===== config.mk =====
export PLATFORM = sky130hd
export DESIGN_NAME = mem_stage
export DESIGN_NICKNAME = d
export VERILOG_FILES = /design/src/rtl/mem_stage.sv
export SDC_FILE = /design/constraint.sdc
export NUM_CORES = 1
export LEC_CHECK = 0
export BUFFER_PORTS_ARGS = -buffer_cell sky130_fd_sc_hd__buf_4
export CORE_AREA = 2 2 167 169
export DETAILED_ROUTE_END_ITERATION = 7
export DIE_AREA = 0 0 169 171
export PLACE_DENSITY = 0.55
export SYNTH_ARGS = -nofsm -noshare
export SYNTH_HDL_FRONTEND = slang
export SYNTH_SLANG_ARGS = --single-unit
export TNS_END_PERCENT = 30

===== constraint.sdc =====
create_clock -name clk -period 6.3 [get_ports clk]
set_clock_uncertainty 0.15 [all_clocks]
set_input_delay 0.945 -clock clk [delete_from_list [all_inputs] [get_ports clk]]
set_output_delay 0.945 -clock clk [all_outputs]
set_load 0.05 [all_outputs]

===== src/rtl/mem_stage.sv =====
// Pipeline memory-access stage: retires ALU results and runs LDW/STW over a req/gnt/rvalid port.
// Optional `MEM_ALIGN_CHECK_EN faults misaligned LDW/STW instead of issuing them.
module mem_stage #(
  parameter int TIMEOUT = 255
) (
  input  logic        clk,
  input  logic        rst,
  input  logic        ex_valid,
  output logic        ex_ready,
  input  logic [5:0]  ex_op,
  input  logic [31:0] ex_result,
  input  logic [31:0] ex_addr,
  input  logic [31:0] ex_store_data,
  input  logic [4:0]  ex_dst,
  output logic        dm_req,
  output logic        dm_we,
  output logic [31:0] dm_addr,
  output logic [31:0] dm_wdata,
  input  logic        dm_gnt,
  input  logic        dm_rvalid,
  input  logic [31:0] dm_rdata,
  output logic        wb_valid,
  output logic        wb_we,
  output logic [4:0]  wb_dst,
  output logic [31:0] wb_data,
  output logic        mem_fault
);

  localparam logic [5:0] OP_LDW = 6'b001100;
  localparam logic [5:0] OP_STW = 6'b001101;

  typedef enum logic [1:0] {IDLE, REQ, WAIT} state_t;

  state_t      state;
  logic        store_q;
  logic [4:0]  dst_q;
  logic [31:0] addr_q;
  logic [31:0] wdata_q;
  logic [31:0] cnt;

  logic is_mem_in;
  logic unaligned;
  logic mem_done;
  logic timeout_hit;

  assign is_mem_in = (ex_op == OP_LDW) || (ex_op == OP_STW);

`ifdef MEM_ALIGN_CHECK_EN
  assign unaligned = (ex_addr[1:0] != 2'b00);
`else
  assign unaligned = 1'b0;
`endif

  // A store finishes on grant; a load needs rvalid, either with the grant or later in WAIT.
  assign mem_done = ((state == REQ) && dm_gnt && (store_q || dm_rvalid)) ||
                    ((state == WAIT) && dm_rvalid);

  assign timeout_hit = (TIMEOUT != 0) && (cnt == 32'(TIMEOUT - 1));

  assign ex_ready = (state == IDLE);
  assign dm_req   = (state == REQ);
  assign dm_we    = (state == REQ) && store_q;
  assign dm_addr  = addr_q;
  assign dm_wdata = wdata_q;

  always_ff @(posedge clk or posedge rst) begin
    if (rst) begin
      state     <= IDLE;
      store_q   <= 1'b0;
      dst_q     <= 5'd0;
      addr_q    <= 32'd0;
      wdata_q   <= 32'd0;
      cnt       <= 32'd0;
      wb_valid  <= 1'b0;
      wb_we     <= 1'b0;
      wb_dst    <= 5'd0;
      wb_data   <= 32'd0;
      mem_fault <= 1'b0;
    end else begin
      wb_valid  <= 1'b0;
      mem_fault <= 1'b0;
      case (state)
        IDLE: begin
          if (ex_valid) begin
            if (is_mem_in && !unaligned) begin
              state   <= REQ;
              cnt     <= 32'd0;
              store_q <= (ex_op == OP_STW);
              dst_q   <= ex_dst;
              addr_q  <= {ex_addr[31:2], 2'b00};
              wdata_q <= ex_store_data;
            end else begin
              // ALU ops and misaligned accesses retire straight away; r0 is never written.
              wb_valid  <= 1'b1;
              wb_dst    <= ex_dst;
              wb_data   <= is_mem_in ? 32'd0 : ex_result;
              wb_we     <= !is_mem_in && (ex_op <= 6'd11) && (ex_dst != 5'd0);
              mem_fault <= is_mem_in;
            end
          end
        end
        REQ, WAIT: begin
          if (mem_done) begin
            state    <= IDLE;
            wb_valid <= 1'b1;
            wb_dst   <= dst_q;
            wb_we    <= !store_q && (dst_q != 5'd0);
            wb_data  <= store_q ? 32'd0 : dm_rdata;
          end else if (timeout_hit) begin
            state     <= IDLE;
            wb_valid  <= 1'b1;
            wb_dst    <= dst_q;
            wb_we     <= 1'b0;
            wb_data   <= 32'd0;
            mem_fault <= 1'b1;
          end else begin
            cnt <= cnt + 32'd1;
            if (dm_gnt) state <= WAIT;
          end
        end
        default: state <= IDLE;
      endcase
    end
  end

endmodule


# Yosys cells after proc, flatten, opt, wreduce, memory -nomap -nowiden
# Index checks and enable logic that the tools add are counted.
dict set report totals {
  ff_bits 142
  input_bits 144
  output_inout_bits 107
  elab_cells 80
}
dict set report classes {
  addsub 1
  order_cmp 1
  eq_ne 12
  muxes 34
  n_reduce_logical 21
}
# op n
set ops {}
lappend ops {{2-to-1 mux 32 bit} 9}
lappend ops {{one-hot mux 32 bit (2 select lines)} 2}
lappend ops {{adder 32 x 1 -> 32 bit, second input constant} 1}
lappend ops {{equality test 32 x 8 -> 1 bit, second input constant} 1}
lappend ops {{2-to-1 mux 5 bit} 4}
lappend ops {{equality test 6 x 4 -> 1 bit, second input constant} 2}
lappend ops {{2-to-1 mux 1 bit} 10}
lappend ops {{2-to-1 mux 2 bit} 5}
lappend ops {{one-hot mux 5 bit (2 select lines)} 1}
lappend ops {{nonzero test 5 bit} 2}
lappend ops {{!= test 2 bit, second input constant} 4}
lappend ops {{logical AND 1 bit} 7}
lappend ops {{less-or-equal comparator 6 x 4 -> 1 bit, second input constant} 1}
lappend ops {{AND reduction 3 bit} 2}
lappend ops {{AND reduction 5 bit} 1}
lappend ops {{!= test 4 bit, second input constant} 1}
lappend ops {{one-hot mux 1 bit (2 select lines)} 2}
lappend ops {{one-hot mux 2 bit (2 select lines)} 1}
lappend ops {{AND reduction 4 bit} 1}
lappend ops {{logical OR 1 bit} 3}
lappend ops {{!= test 3 bit, second input constant} 1}
lappend ops {{equality test 2 x 1 -> 1 bit, second input constant} 1}
lappend ops {{equality test 2 bit, second input constant} 1}
lappend ops {{zero test 1 bit} 2}
lappend ops {{4 further kinds} 4}

# Longest topological paths before layout
# Gate-level depths: netlist (run 1).
dict set report logic_depth {
  depth_word 8
  ltp_mapped 9
  depth_no_buf 7
}

# Worst setup path before layout (run 1)
# OpenSTA, ideal clock, no wires.
dict set report synth_timing {
  path_type {input to register}
  start {in ex_op[2]}
  end {reg addr_q[10], in the netlist dm_addr[10]}
  setup_ps 125
  arrival_time_ps 2407
  required_time_ps 6025
  path_slack_ps 3618
  path_stages 7
  path_buffers 2
  path_cell_list {nand2_1 -> nor4_1 -> and2_1 -> nand2_1 -> buf_1 -> buf_2 -> mux2_2}
}
dict set report synth_between {
  elab_chain_cells 3
  word_cells_on_any_way 4
  classes_between {eq/ne: 2; reduce/logical: 2}
}
# item line
set synth_lines {}
lappend synth_lines {{start, declared} 10} ;# input logic [5:0] ex_op,
lappend synth_lines {{equality test 6 x 4 -> 1 bit} 46} ;# assign is_mem_in = (ex_op == OP_LDW) || (ex_op == OP_STW);
lappend synth_lines {{logical OR 1 bit *} 46}
lappend synth_lines {{AND reduction 3 bit (no source line) *} -}
lappend synth_lines {{end signal, assigned} 90} ;# addr_q <= {ex_addr[31:2], 2'b00};
lappend synth_lines {{end, declared} 37} ;# logic [31:0] addr_q;
# Every way passes the cells marked *; elsewhere a longest branch is shown, timed or not.
# A chain may end at the register's enable or synchronous reset.

# Worst setup path in the final report (run 1)
dict set report layout_timing {
  start {in ex_op[2]}
  end {reg wdata_q[27], in the netlist dm_wdata[27]}
}
dict set report layout_between {
  elab_chain_cells 3
  word_cells_on_any_way 4
  classes_between {eq/ne: 2; reduce/logical: 2}
}
# item line
set layout_lines {}
lappend layout_lines {{equality test 6 x 4 -> 1 bit} 46}
lappend layout_lines {{logical OR 1 bit *} 46}
lappend layout_lines {{AND reduction 3 bit (no source line) *} -}
lappend layout_lines {{end signal, assigned} 91} ;# wdata_q <= ex_store_data;
lappend layout_lines {{end, declared} 38} ;# logic [31:0] wdata_q;
# Marked as above.

==> results of run 1 <==
-- cells in the mapped netlist (10+ instances only) --
library cell	instances
clkbuf_1	12
and3_1	11
nor4_1	15
o21ai_0	10
nand4_1	17
nor3_1	19
nor2_1	20
a22o_1	32
buf_2	13
dfrtp_1	142
a31oi_1	27
nand3_1	18
nand2_1	40
mux2_2	111
-- worst max-delay path by stage --
stage                               from                       end  cells past startpoint
detailed placement              ex_op[2]  dm_wdata[18]$_DFFE_PP0P_                      7
global route        state[1]$_DFFE_PP0P_       cnt[15]$_DFFE_PP0P_                      7
CTS                             ex_op[2]  dm_wdata[18]$_DFFE_PP0P_                      7
global placement                ex_op[2]   dm_addr[31]$_DFFE_PP0P_                      7
floorplan                            rst        cnt[0]$_DFFE_PP0P_                      1
finish                          ex_op[2]  dm_wdata[27]$_DFFE_PP0P_                      7
-- per-layer routing --
layer | GRT usage | vias to the layer above
met1 | 0.165 | 2814
met3 | 0.0467 | 14
met2 | 0.216 | 210
li1 | - | 2694
met4 | 0.0383 | 0
met5 | 0 | -
-- state kept, by name (all words and copies together) (netlist names), 2 cells and up --
| name | cells |
|---|---|
| cnt | 32 |
| dm_addr | 30 |
| state | 2 |
| wb_data | 32 |
| dst_q | 5 |
| dm_wdata | 32 |
| wb_dst | 5 |
-- critical path: stages --
cell     delay [ns]
buf_4          0.11
nand2_1        0.22
nor4_1         0.09
and2_1         0.20
nand2_2        0.72
buf_4          0.50
mux2_2         0.38
-- cell type report --
class	instances	area (um^2)	area share
Sequential cell	142	3550	0.367
Timing Repair Buffer	251	1880	0.195
Clock buffer	19	453	0.0468
Clock inverter	12	170	0.0176
Multi-Input combinational cell	399	3140	0.324
Tap cell	346	433	0.0448
Inverter	9	38.8	0.00401
-- power breakdown --
| part | switching [mW] | total [mW] | internal, mW |
|---|---|---|---|
| registers | 0.167 | 1.37 | 1.20 |
| logic | 1.60 | 2.47 | 0.874 |
| clock network | 0.432 | 1.09 | 0.653 |
| total | 2.20 | 4.93 | 2.73 |
-- through the flow --
step / util / cell area [um^2] / cells
6_report: 0.354 / 9670 / 1178
2_1_floorplan: - / 6930 / 591
5_1_grt: 0.354 / 9670 / 1178
3_5_place_dp: 0.331 / 9050 / 1147
4_1_cts: 0.354 / 9670 / 1178
3_3_place_gp: 0.331 / 9050 / 1147
-- kinds of logic (layout without fill, tap and decap cells) --
family,Yosys count,count (layout),synth area share
compound gates,111,111,0.125
buf+inv,50,291,0.0372
simple gates,169,169,0.133
other cells,1,2,0.000541
mux,111,111,0.180
fa+ha+maj,6,6,0.0108
flops,142,142,0.513
==> results.yml, run 1 <==
global_routing:
  antenna_found_initial: 0
  first_global_vias: 5645
  grt_max_degree: 89
  grt_pass1_wl_um: 30400
  grtUsageTotal: 0.132
  grt.overflow.total: 0
sta:
  fin_setup_tns_ns: 0
  setup_viol: 0
  rsz0062_at_grt: "no"
  maxSlewViolCount: 0
  slew-limit-headroom: 0.323
  hold_viol: 0
  timing.hold.ws_ns: 0.354
  finalCriticalPeriod_ns: 3.06
  worst_slack_ns: 3.24
  worstMarginPinSlew_ns: 1.01
  fmax_mhz: 326
  timing.final.crit_share: 0.486
clocking:
  postCtsSetupRepairBufs: 0
  tritoncts: "yes"
  clock-sinks: 142
  clk_pin_slew_worst_paths_ns: 0.06
  ctsRootBufferMaster: "clkbuf_16"
  htreeDepth: 4
  cts_buffers: 17
  postCtsResizedCells: 0
  cts_buffer_depth: 2
  clock_latency_ns: 0.41
  cts_hold_buf: 0
logic_synthesis:
  synth-seq-cells: 142
  post-synth-top-area-cell: "dfrtp_1"
  synth_flop_cell: "dfrtp_1"
  synth_cell_type_count: 56
  synthCells: 590
  synth.yosys.seq_area_share: 0.513
  netlist_area_um2: 6930
  yosysWarnings: 0
  ys_async_sr_fraction: 1.00
  synth_edf_count: 0
  synth_top_area_share: 0.513
  avgSynthCellArea_um2: 11.7
  synth.area.top_cells: "dfrtp_1 51%, mux2_2 18%, a22o_1 4.0%"
min_path:
  min_to: "dm_wdata[10]$_DFFE_PP0P_"
  hp-start: "dm_wdata[10]$_DFFE_PP0P_"
  hp-class: "flip-flop to flip-flop"
  whs_path_depth: 1
layout:
  layout.cells.most_common: "buf_4"
  fill_cells: 2753
  area_growth_pct: 39.6
  drive_gt1_frac: 0.495
  layout_common_cells: "251 x buf_4, 142 x dfrtp_1, 111 x mux2_2"
  fin_nets: 970
  insertedDiodeCount: 0
worst_setup_path:
  timing.rr.end: "cnt[20]$_DFFE_PP0P_"
  r2r_slack_ns: 3.25
  cp-end-kind: "flip-flop"
  rr_startpoint: "state[1]$_DFFE_PP0P_"
  path_class: "input pin to flip-flop"
  path_max_fanout: 41
  critPathRequiredTime_ns: 6.45
  worst_r2r_path_depth: 7
  start_kind: "input pin"
  cp_data_arrival_time_ns: 3.21
status:
  outcome: "completed"
route:
  post-route-drc-count: 0
  drt_iter0_drc: 278
  wl_met1_um: 8070
  met3_length_um: 1610
  drt_wl_total_um: 19300
  dr_wl_met2_um: 9460
  vias_per_cell: 4.87
  num_vias: 5732
  firstDrtPassIters: 4
  antenna_left: 0
  top_layer: "met4"
  wl_per_cell_um: 16.4
die:
  core_area_um2: 27300
  floorplan.rows: 61
  dieArea_um2: 28900
  ios: 251
  start_util: 0.254
  die_h_um: 171
  die_w_um: 169
power_and_ir_drop:
  power.density_nw_per_um2: 509
  ir_worst_vdd_uv: 242
  fin_total_pwr_mw: 4.93
  p_leak_nw: 4.56
placement:
  gp_congestion: 0.797
  dp_slack_ns: 2.77
  hpwlAfterDp_um: 13400
  io_buffer_count: 246
job:
  max_cap_violations: 0
Note: power is estimated with default switching activity, not from simulation.
==> run 2, diff against run 1 <==
--- a/config.mk
+++ b/config.mk
@@ -9,7 +9,7 @@
 export CORE_AREA = 2 2 167 169
 export DETAILED_ROUTE_END_ITERATION = 7
 export DIE_AREA = 0 0 169 171
-export PLACE_DENSITY = 0.55
+export PLACE_DENSITY = 0.56
 export SYNTH_ARGS = -nofsm -noshare
 export SYNTH_HDL_FRONTEND = slang
 export SYNTH_SLANG_ARGS = --single-unit
==> constraint.sdc (replaced) <==
create_clock -name clk -period 2.7 [get_ports clk]
set_clock_uncertainty 0.15 [all_clocks]
set_input_delay 0.405 -clock clk [delete_from_list [all_inputs] [get_ports clk]]
set_output_delay 0.405 -clock clk [all_outputs]
set_load 0.05 [all_outputs]
==> run 2 against run 1 <==
  * Die area unchanged
  * Sequential power increased by 130%
  * Highest routed layer unchanged
  * Clock-buffer cell count increased by 2
  * Largest power group unchanged
  * Hold slack got worse by 0.29 ns
  * Utilization increased by 0.84 points
  * Wire length increased by 3.3%
==> results.yml, run 2 (synthesized netlist as in run 1, its figures left out) <==
power_and_ir_drop:
  ir_worst_vdd_uv: 636
  fin_total_pwr_mw: 11.5
  p_leak_nw: 4.70
  power.density_nw_per_um2: 1160
die:
  die_w_um: 169
  start_util: 0.254
  core_area_um2: 27300
  dieArea_um2: 28900
  die_h_um: 171
  ios: 251
  floorplan.rows: 61
clocking:
  clock-sinks: 142
  ctsRootBufferMaster: "clkbuf_16"
  clk_pin_slew_worst_paths_ns: 0.07
  clock_latency_ns: 0.42
  cts_buffer_depth: 2
  tritoncts: "yes"
  htreeDepth: 4
  cts_buffers: 17
  postCtsResizedCells: 0
layout:
  fill_cells: 2756
  area_growth_pct: 42.9
  multi_input_comb_area_um2: 3140
  fin_nets: 1002
  drive_gt1_frac: 0.509
  layoutNonFillerInstCount: 1211
  register_area_um2: 3550
  final_util: 0.362
  layout.cells.most_common: "buf_4"
  insertedDiodeCount: 0
  layout_common_cells: "277 x buf_4, 142 x dfrtp_1, 111 x mux2_2"
global_routing:
  grt.overflow.total: 0
  grtUsageTotal: 0.136
  grt_max_degree: 80
  first_global_vias: 5788
  antenna_found_initial: 0
  grt_pass1_wl_um: 31200
sta:
  fmax_mhz: 392
  slew-limit-headroom: 0.641
  finalCriticalPeriod_ns: 2.55
  rsz0062_at_grt: "no"
  maxSlewViolCount: 0
  setup_viol: 0
  worstMarginPinSlew_ns: 0.539
  timing.final.crit_share: 0.944
  fin_setup_tns_ns: 0
  hold_viol: 0
route:
  dr_wl_met2_um: 9960
  drt_wl_total_um: 20000
  drt_iter0_drc: 388
  post-route-drc-count: 0
  antenna_left: 0
  met3_length_um: 1590
  vias_per_cell: 4.88
  wl_met1_um: 8240
  firstDrtPassIters: 4
  top_layer: "met4"
  num_vias: 5908
  wl_per_cell_um: 16.5
placement:
  io_buffer_count: 246
  dpl.cell_count: 1178
  hpwlAfterDp_um: 14500
  gp_congestion: 0.803
worst_setup_path:
  cp-end-kind: "flip-flop"
  path_class: "flip-flop to flip-flop"
  rr_startpoint: "cnt[0]$_DFFE_PP0P_"
  cp_data_arrival_time_ns: 2.69
  critPathRequiredTime_ns: 2.85
  start_kind: "flip-flop"
  path_max_fanout: 25
  critPathLaunch: "cnt[0]$_DFFE_PP0P_"
min_path:
  hp-class: "input pin to flip-flop"
  hp-start: "ex_store_data[5]"
status:
  outcome: "completed"
job:
  max_cap_violations: 0
-- run 2: layout make-up --
class | count | share of cell area
clock buffers | 21 | 0.0445
clock inverters | 11 | 0.0110
inverters | 9 | 0.00379
multi-input cells | 399 | 0.317
flip-flops and latches | 142 | 0.359
well taps | 346 | 0.0437
repair buffers | 283 | 0.221
-- run 2: path summary, 6_finish.rpt --
kind | endpoint | slack, ns | depth (start not counted)
worst min-delay path | dm_wdata[5]$_DFFE_PP0P_ | 0.07 | 2
max in group asynchronous | wb_data[9]$_DFFE_PP0P_ | 1.47 | 4
min in group asynchronous | dm_addr[6]$_DFFE_PP0P_ | 0.54 | 4
worst max-delay path | state[1]$_DFFE_PP0P_ | 0.15 | 7
worst min register to register | dm_addr[10]$_DFFE_PP0P_ | 0.35 | 1
worst max register to register | state[1]$_DFFE_PP0P_ | 0.15 | 7
-- run 2: timing repair --
| action | 4_1_cts | 5_1_grt |
|---|---|---|
| setup buffers | 0 | 0 |
| endpoints found under the setup margin | 0 | 0 |
| endpoints found under the hold margin | 63 | 0 |
| hold buffers | 1 | 0 |
-- run 2: report_power, final --
group,internal (mW),switching (mW)
sequential,2.81,0.392
clock,1.28,0.975
combinational,2.23,3.78
total,6.32,5.15
-- run 2: layer usage --
metal,up-vias,track usage
li1,2755,-
met1,2926,0.166
met2,216,0.230
met3,11,0.0481
met4,0,0.0360
met5,-,0
-- run 2: through the flow --
step / area (um^2) / setup WS, ns / hold slack [ns]
2_1_floorplan: 6930 / 0.0476 / 0.341
4_1_cts: 9900 / 0.168 / 0.0466
3_3_place_gp: 9340 / 0.192 / 0.338
3_5_place_dp: 9340 / 0.188 / 0.344
5_1_grt: 9900 / 0.00183 / 0.0448
6_report: 9900 / 0.152 / 0.0672
-- run 2: worst max-delay path, cell delays in order (launching register included) --
cell and delay [ns]:
dfrtp_1 0.45, inv_1 0.11, ha_1 0.17, nor3b_1 0.24
nand4_1 0.20, or2_2 0.56, and3_1 0.27, a211o_1 0.26
